## src/rtl/mult_matrix_systolic.sv

```systemverilog
// Weight-stationary systolic multiply-accumulate array computing y = x*W for a
// diagonally skewed activation stream. Column outputs are deskewed internally so
// all results of a vector leave together, qualified by out_valid.
module mult_matrix_systolic #(
    parameter int data_size = 4,
    parameter int size      = 3,
    parameter int acc_size  = 10
) (
    input  logic                       clk,
    input  logic                       rst_n,
    input  logic [data_size*size-1:0]  input_stream,
    input  logic                       in_valid,
    input  logic                       weight_load,
    input  logic [data_size*size-1:0]  weight_row,
    output logic                       load_ready,
    output logic                       weights_ready,
    output logic [acc_size*size-1:0]   output_stream,
    output logic                       out_valid
);

    localparam int cnt_w    = (size > 1) ? $clog2(size) : 1;
    localparam int vp_depth = 2*size - 1;
    localparam logic [cnt_w-1:0] last_row = cnt_w'(size - 1);

    typedef enum logic [1:0] {EMPTY, PARTIAL, LOADED} load_state_t;

    load_state_t          state;
    logic [cnt_w-1:0]     row_cnt;
    logic [data_size-1:0] weight  [size][size];
    logic [data_size-1:0] a_in    [size][size];
    logic [data_size-1:0] a_reg   [size][size];
    logic [acc_size-1:0]  psum_in [size][size];
    logic [acc_size-1:0]  psum    [size][size];
    logic [acc_size-1:0]  col_out [size];
    logic [vp_depth-1:0]  valid_pipe;
    logic                 load_accept;
    logic                 vec_accept;

    // Weights may only change while nothing valid is in flight; a load wins over
    // a simultaneous vector, which is then dropped from the valid pipeline.
    assign load_ready  = (valid_pipe == '0);
    assign load_accept = weight_load && load_ready;
    assign vec_accept  = in_valid && weights_ready && !load_accept;
    assign out_valid   = valid_pipe[vp_depth-1];

    // Weight-load FSM: write the addressed row and track whether a full set is present.
    // NOTE: all clocked state uses non-blocking assignments so every register samples
    // pre-edge values regardless of statement order.
    always_ff @(posedge clk or negedge rst_n) begin
        if (!rst_n) begin
            state         <= EMPTY;
            row_cnt       <= '0;
            weights_ready <= 1'b0;
            // NOTE: the weight store is flops, not RAM, and is cleared on reset so a
            // partially reloaded set never mixes with rows from before the reset.
            for (int r = 0; r < size; r++) begin
                for (int c = 0; c < size; c++) begin
                    weight[r][c] <= '0;
                end
            end
        end else if (load_accept) begin
            for (int c = 0; c < size; c++) begin
                weight[row_cnt][c] <= weight_row[(size-c)*data_size-1 -: data_size];
            end
            row_cnt <= (row_cnt == last_row) ? '0 : row_cnt + 1'b1;
            case (state)
                EMPTY, LOADED: begin
                    if (row_cnt == last_row) begin
                        state         <= LOADED;
                        weights_ready <= 1'b1;
                    end else begin
                        state         <= PARTIAL;
                        weights_ready <= 1'b0;
                    end
                end
                PARTIAL: begin
                    if (row_cnt == last_row) begin
                        state         <= LOADED;
                        weights_ready <= 1'b1;
                    end
                end
                default: begin
                    state         <= EMPTY;
                    weights_ready <= 1'b0;
                end
            endcase
        end
    end

    for (genvar r = 0; r < size; r++) begin : g_row
        for (genvar c = 0; c < size; c++) begin : g_col
            if (c == 0) begin : g_lane
                assign a_in[r][c] = input_stream[(size-r)*data_size-1 -: data_size];
            end else begin : g_left
                assign a_in[r][c] = a_reg[r][c-1];
            end

            if (r == 0) begin : g_top
                assign psum_in[r][c] = '0;
            end else begin : g_above
                assign psum_in[r][c] = psum[r-1][c];
            end

            // PE: pass the activation right and add this row's product to the sum heading down.
            always_ff @(posedge clk or negedge rst_n) begin
                if (!rst_n) begin
                    a_reg[r][c] <= '0;
                    psum[r][c]  <= '0;
                end else begin
                    a_reg[r][c] <= a_in[r][c];
                    psum[r][c]  <= psum_in[r][c]
                                   + acc_size'(a_in[r][c]) * acc_size'(weight[r][c]);
                end
            end
        end
    end

    for (genvar c = 0; c < size; c++) begin : g_deskew
        localparam int depth = size - 1 - c;
        if (depth == 0) begin : g_direct
            assign col_out[c] = psum[size-1][c];
        end else begin : g_delay
            logic [acc_size-1:0] dly [depth];

            // Deskew: hold earlier columns back so every column lands in the same cycle.
            always_ff @(posedge clk or negedge rst_n) begin
                if (!rst_n) begin
                    for (int i = 0; i < depth; i++) begin
                        dly[i] <= '0;
                    end
                end else begin
                    dly[0] <= psum[size-1][c];
                    for (int i = 1; i < depth; i++) begin
                        dly[i] <= dly[i-1];
                    end
                end
            end

            assign col_out[c] = dly[depth-1];
        end
    end

    // Pack the aligned column results; every column already comes straight from a flop.
    always_comb begin
        // NOTE: default first so no path through this block can infer a latch.
        output_stream = '0;
        for (int c = 0; c < size; c++) begin
            output_stream[(size-c)*acc_size-1 -: acc_size] = col_out[c];
        end
    end

    // Valid pipeline: tracks accepted vectors through the array and the deskew stage.
    always_ff @(posedge clk or negedge rst_n) begin
        if (!rst_n) begin
            valid_pipe <= '0;
        end else begin
            valid_pipe[0] <= vec_accept;
            for (int i = 1; i < vp_depth; i++) begin
                valid_pipe[i] <= valid_pipe[i-1];
            end
        end
    end

endmodule
```

## config.mk

```make
export PLATFORM = sky130hd
export DESIGN_NAME = mult_matrix_systolic
export DESIGN_NICKNAME = d
export VERILOG_FILES = /design/src/rtl/mult_matrix_systolic.sv
export SDC_FILE = /design/constraint.sdc
export NUM_CORES = 1
export LEC_CHECK = 0
export BUFFER_PORTS_ARGS = -buffer_cell sky130_fd_sc_hd__buf_2
export CAP_MARGIN = 10
export CORE_ASPECT_RATIO = 0.5
export CORE_UTILIZATION = 62
export CTS_BUF_LIST = sky130_fd_sc_hd__clkbuf_16
export DETAILED_ROUTE_END_ITERATION = 8
export MAX_ROUTING_LAYER = met4
export PLACE_DENSITY = 0.91
export REMOVE_ABC_BUFFERS = 1
export SLEW_MARGIN = 20
export SYNTH_ARGS = -nofsm -noshare
export SYNTH_HDL_FRONTEND = slang
export SYNTH_SLANG_ARGS = --single-unit
```

## constraint.sdc

```tcl
create_clock -name clk -period 3.5 [get_ports clk]
set_input_delay 0.35 -clock clk [delete_from_list [all_inputs] [get_ports clk]]
set_output_delay 0.35 -clock clk [all_outputs]
set_load 0.01 [all_outputs]
```

# [Word-level counts from Yosys, hierarchy flattened]
# Cells that the tools add are included.
[totals] regBits=181 out_inout_bits=33
[classes] n_addsub=7 mul=9 order_cmp=2 eq_ne=4 n_mux=16 n_bitwise=1 n_reduce_logical=9
[ops] op="36-bit bitwise mux" count=3
[ops] op="12-bit demux with 2-bit select" count=3
[ops] op="4-bit by 4-bit multiplier with 8-bit output" count=9
[ops] op="9-bit by 8-bit adder with 10-bit output" count=3
[ops] op="8-bit by 8-bit adder with 9-bit output" count=3
[ops] op="12-bit two-way mux" count=1
[ops] op="8-bit two-way mux" count=1
[ops] op="2-bit two-way mux" count=3
[ops] op="5-bit logical NOT" count=1
[ops] op="2-bit equality test, second input constant" count=2
[ops] op="1-bit logical AND" count=4
[ops] op="4-bit two-way mux" count=1
[ops] op="2-bit one-hot mux with 2 select lines" count=1
[ops] op="3-bit greater-or-equal comparator, second input constant" count=1
[ops] op="3-bit by 1-bit < comparator with 1-bit output, second input constant" count=1
[ops] op="2-bit NOT with 3-bit output" count=1
[ops] op="2-bit by 1-bit adder with 2-bit output, second input constant" count=1
[ops] op="2-bit by 1-bit equality test with 1-bit output, second input constant" count=1
[ops] op="2-bit logical NOT" count=1
[ops] op="1-bit two-way mux" count=2
[ops] op="2-bit != test, second input constant" count=1
[ops] op="1-bit one-hot mux with 2 select lines" count=1
[ops] op="2-bit AND reduction" count=1
[ops] op="2-bit OR reduction" count=1
[ops] op="1-bit logical NOT" count=1

# [Depth between registers and ports, before layout]
[depth] ltp_word=8 depth_mapped=13 mapped_depth_nobuf=13

# [Worst setup path after synthesis]
# OpenSTA, ideal clock, no wires.
[synth_timing] kind="register to register" from="register weight[11] in the netlist's numbering" to="register psum[29] in the netlist's numbering" setup_ns=0.135 t_arrival_ns=3.109 required_ns=3.365 path_slack_ns=0.256 path_stages_with_launch=12 period_less_slack_ns=3.244 path_cell_list="dfrtp_1 > nand2_1 > fa_1 > fa_1 > fa_1 > inv_1 > ha_1 > nor2b_1 > o21ai_0 > nand2b_1 > a311oi_1 > a21oi_1"
[synth_via] elab_chain_cells=2
[synth_lines] item="start: declaration" line="29" rtl="logic [data_size-1:0] weight [size][size];"
[synth_lines] item="start signal: indexed assignment" line="63" rtl="weight[row_cnt][c] <= weight_row[(size-c)*data_size-1 -: data_size];"
[synth_lines] item="4-bit by 4-bit multiplier with 8-bit output" line="112" rtl="+ acc_size'(a_in[r][c]) * acc_size'(weight[r][c]);"
[synth_lines] item="9-bit by 8-bit adder with 10-bit output" line="112"
[synth_lines] item="end signal: indexed assignment" line="111" rtl="psum[r][c] <= psum_in[r][c]"
[synth_lines] item="end: declaration" line="33" rtl="logic [acc_size-1:0] psum [size][size];"
# Every way passes these cells.
# A chain may end at the register's enable or synchronous reset.

# [Final worst setup path]
[layout_timing] from="register weight[10] in the netlist's numbering" to="register psum[29] in the netlist's numbering"
# The elaborated chain is that of the path after synthesis.

==> flow_summary.json <==
{
  "drv_cap": 0,
  "crit_start": "weight[10]",
  "drt_iter0_drc": 280,
  "synth_edf_count": 0,
  "async_flop_share_pct": 100,
  "min_path_type": "in -> async",
  "fin_nets": 1249,
  "synth_compound_area_share_pct": 4.66,
  "max_freq_mhz": 293,
  "yosysMostFrequentCell": "dfrtp_1",
  "worst-path-stages": 11,
  "crit_path_end": "psum[29]",
  "grt_pass1_wl_um": 34200,
  "ys_top_cells_by_area": "dfrtp_1 (42%), ha_1 (16%), fa_1 (12%)",
  "cp_cell_sequence": "nand2_1 > fa_1 > fa_1 > fa_1 > inv_1 > ha_1 > nor2b_1 > o21ai_0 > nand2b_1 > a311oi_2 > a21oi_1",
  "io_pins": 61,
  "yosys_register_bits": 180,
  "fin_skew_ns": 0.0108,
  "cp.arrival_ns": 3.72,
  "setup_tns_ns": 0,
  "regArea_mm2": 0.00451,
  "critPathMaxStageDelay_ns": 0.52,
  "cts_root_buf": "clkbuf_16",
  "critPathTopFamily": "adder cells",
  "area_growth_pct": 10.3,
  "r2r_cells": 11,
  "drc_errors": 0,
  "final_antenna_net_count": 0,
  "clk_latency_ns": 0.44,
  "htree_levels": 4,
  "worstPathRequired_ns": 3.81,
  "violations": "negative hold slack",
  "routed_wl_um": 20600,
  "setup_viol": 0,
  "holdBufCountCts": 0,
  "io_buffer_count": 60,
  "drv_slew": 0,
  "clockBufferDepth": 2,
  "synthAdderAreaFrac_pct": 28.4,
  "vias": 6621,
  "clkTransAtPathRegs_ns": 0.07,
  "tritoncts": "built",
  "drive_gt1_share_pct": 14.9,
  "synth_top_family_by_area": "adder cells",
  "cts_buffers": 17,
  "final_core_util_pct": 71.5,
  "timing.hold.ws_ns": -0.0198,
  "grt_use_total_pct": 25.7,
  "antenna_found_initial": 0,
  "rr_startpoint": "weight[10]",
  "multi_input_area_mm2": 0.00557,
  "yosys_warnings": 0,
  "r2r_slack_ns": 0.08,
  "synth_mux_area_share_pct": 4.05,
  "cp_common_cell": "fa_1",
  "critPathCaptureType": "flip-flop",
  "grt-ovfl-total": 0,
  "wl_per_cell_um": 16.4,
  "synth_top_area_share_pct": 41.5,
  "status": "finished with violations",
  "critPathKind": "reg -> reg",
  "cts_sinks": 180,
  "hpwl_um": 15300,
  "min_period_ns": 3.42,
  "tightest_slew_ns": 0.847,
  "postSynthAreaPerCell_um2": 11.4,
  "path_buf_inv": 1,
  "fp.coreArea_mm2": 0.0167,
  "critical-path-slowest-cell": "fa_1",
  "yosysTopAreaCell": "dfrtp_1",
  "rows": 33,
  "startpoint_type": "flip-flop",
  "n_fill_cell": 1056,
  "n_antenna_cell": 0,
  "dieArea_mm2": 0.0181,
  "synth_area_mm2": 0.0108,
  "synthXorXnorAreaFrac_pct": 3.55,
  "place_congestion": 0.897,
  "synthSimpleGateAreaFrac_pct": 10.3,
  "syn_inst": 948,
  "rr_endpoint": "psum[29]",
  "synth_cell_types": 39,
  "post-route-period-util_pct": 97.6,
  "synth-main-ff-cell": "dfrtp_1",
  "grt_max_degree": 91,
  "grt_pass1_vias": 7260,
  "ys_seq_area_share_pct": 41.5,
  "firstDrtPassIters": 7,
  "vias_per_cell": 5.28,
  "fp.dieH_um": 95.5,
  "relSlewSlack_pct": 43.5,
  "path_max_fanout": 5,
  "synth_common_cells": "dfrtp_1 (180), inv_1 (165), ha_1 (141), and2_1 (95), fa_1 (66)",
  "start_util_pct": 64.9,
  "finalHoldViolCount": 7,
  "die_w_um": 189
}
==> cells in the final DEF, fill, tap and decap left out, drive strengths merged, types with 2 or more instances in the layout <==
cell type	instances
nor2b	10
a21oi	37
buf	71
nand2	58
o21bai	6
clkinv	5
xnor2	32
and3	2
mux2	36
o31a	2
nand3	2
xor2	12
a21boi	2
a311oi	3
o21a	8
inv	172
nor3	5
o21ai	10
clkbuf	17
nor2	31
nand3b	2
and2	95
clkinvlp	2
fa	66
dfrtp	180
ha	141
a21o	12
==> worst min-delay path by stage <==
stage	startpoint	cells after the start	to
2_1_floorplan	rst_n	0	a_in[0]
3_3_place_gp	g_deskew[0].g_delay.dly[14]	0	output_stream[24]
3_5_place_dp	psum[11]	0	g_deskew[1].g_delay.dly[1]
4_1_cts	rst_n	1	output_stream[29]
5_1_grt	rst_n	1	psum[26]
6_report	rst_n	1	g_deskew[0].g_delay.dly[18]
==> kinds of logic after synthesis <==
family                     Yosys count
and+or+nand+nor                    210
adders and majority gates          207
buffers and inverters              189
DFF                                180
AOI/OAI and AO/OA                   82
xor gates and xnor gates            44
muxes                               36
==> per-stage QoR <==
step / setup slack (ns) / instances / cell area [µm²]
finish: 0.0843 / 1254 / 12000
global route: -0.0640 / 1254 / 12000
CTS: 0.0161 / 1248 / 11900
detailed placement: -0.0547 / 1216 / 11300
global placement: 0.0663 / 1216 / 11300
floorplan: 0.256 / 924 / 10700
==> state kept, by name, summed over array words and instances (netlist names) <==
name                  flops
row_cnt                   2
weights_ready             1
psum                     71
valid_pipe                5
g_deskew.g_delay.dly     20
weight                   36
output_stream            20
a_in                     24
state                     1
==> area by class of cell <==
cell class                 instances  area share (%)
clock buffer                      17            3.56
clock inverter                    15            1.28
inverter                         165            5.18
multi-input combinational        579            46.6
sequential                       180            37.7
tap                              227            2.37
timing repair buffer              71            3.36
==> what timing repair did <==
item / 4_1_cts / 5_1_grt
buffers inserted: 0 / 6
pin swaps: 0 / 4
endpoints found under the setup margin: 4 / 11
cloned: 0 / 0
gates resized for setup: 2 / 14
==> metal layers <==
metal | up-vias | track usage [%] | part of all wire, %
met5 | - | - | 0
met2 | 120 | 45.6 | 53
met4 | 0 | 9.14 | 2.1
li1 | 3112 | - | -
met3 | 38 | 4.31 | 3.4
met1 | 3351 | 30.1 | 42
Power is left out: the tool's default activity adds up to more than one toggle a clock period on the data nets, which glitch-free logic cannot reach.
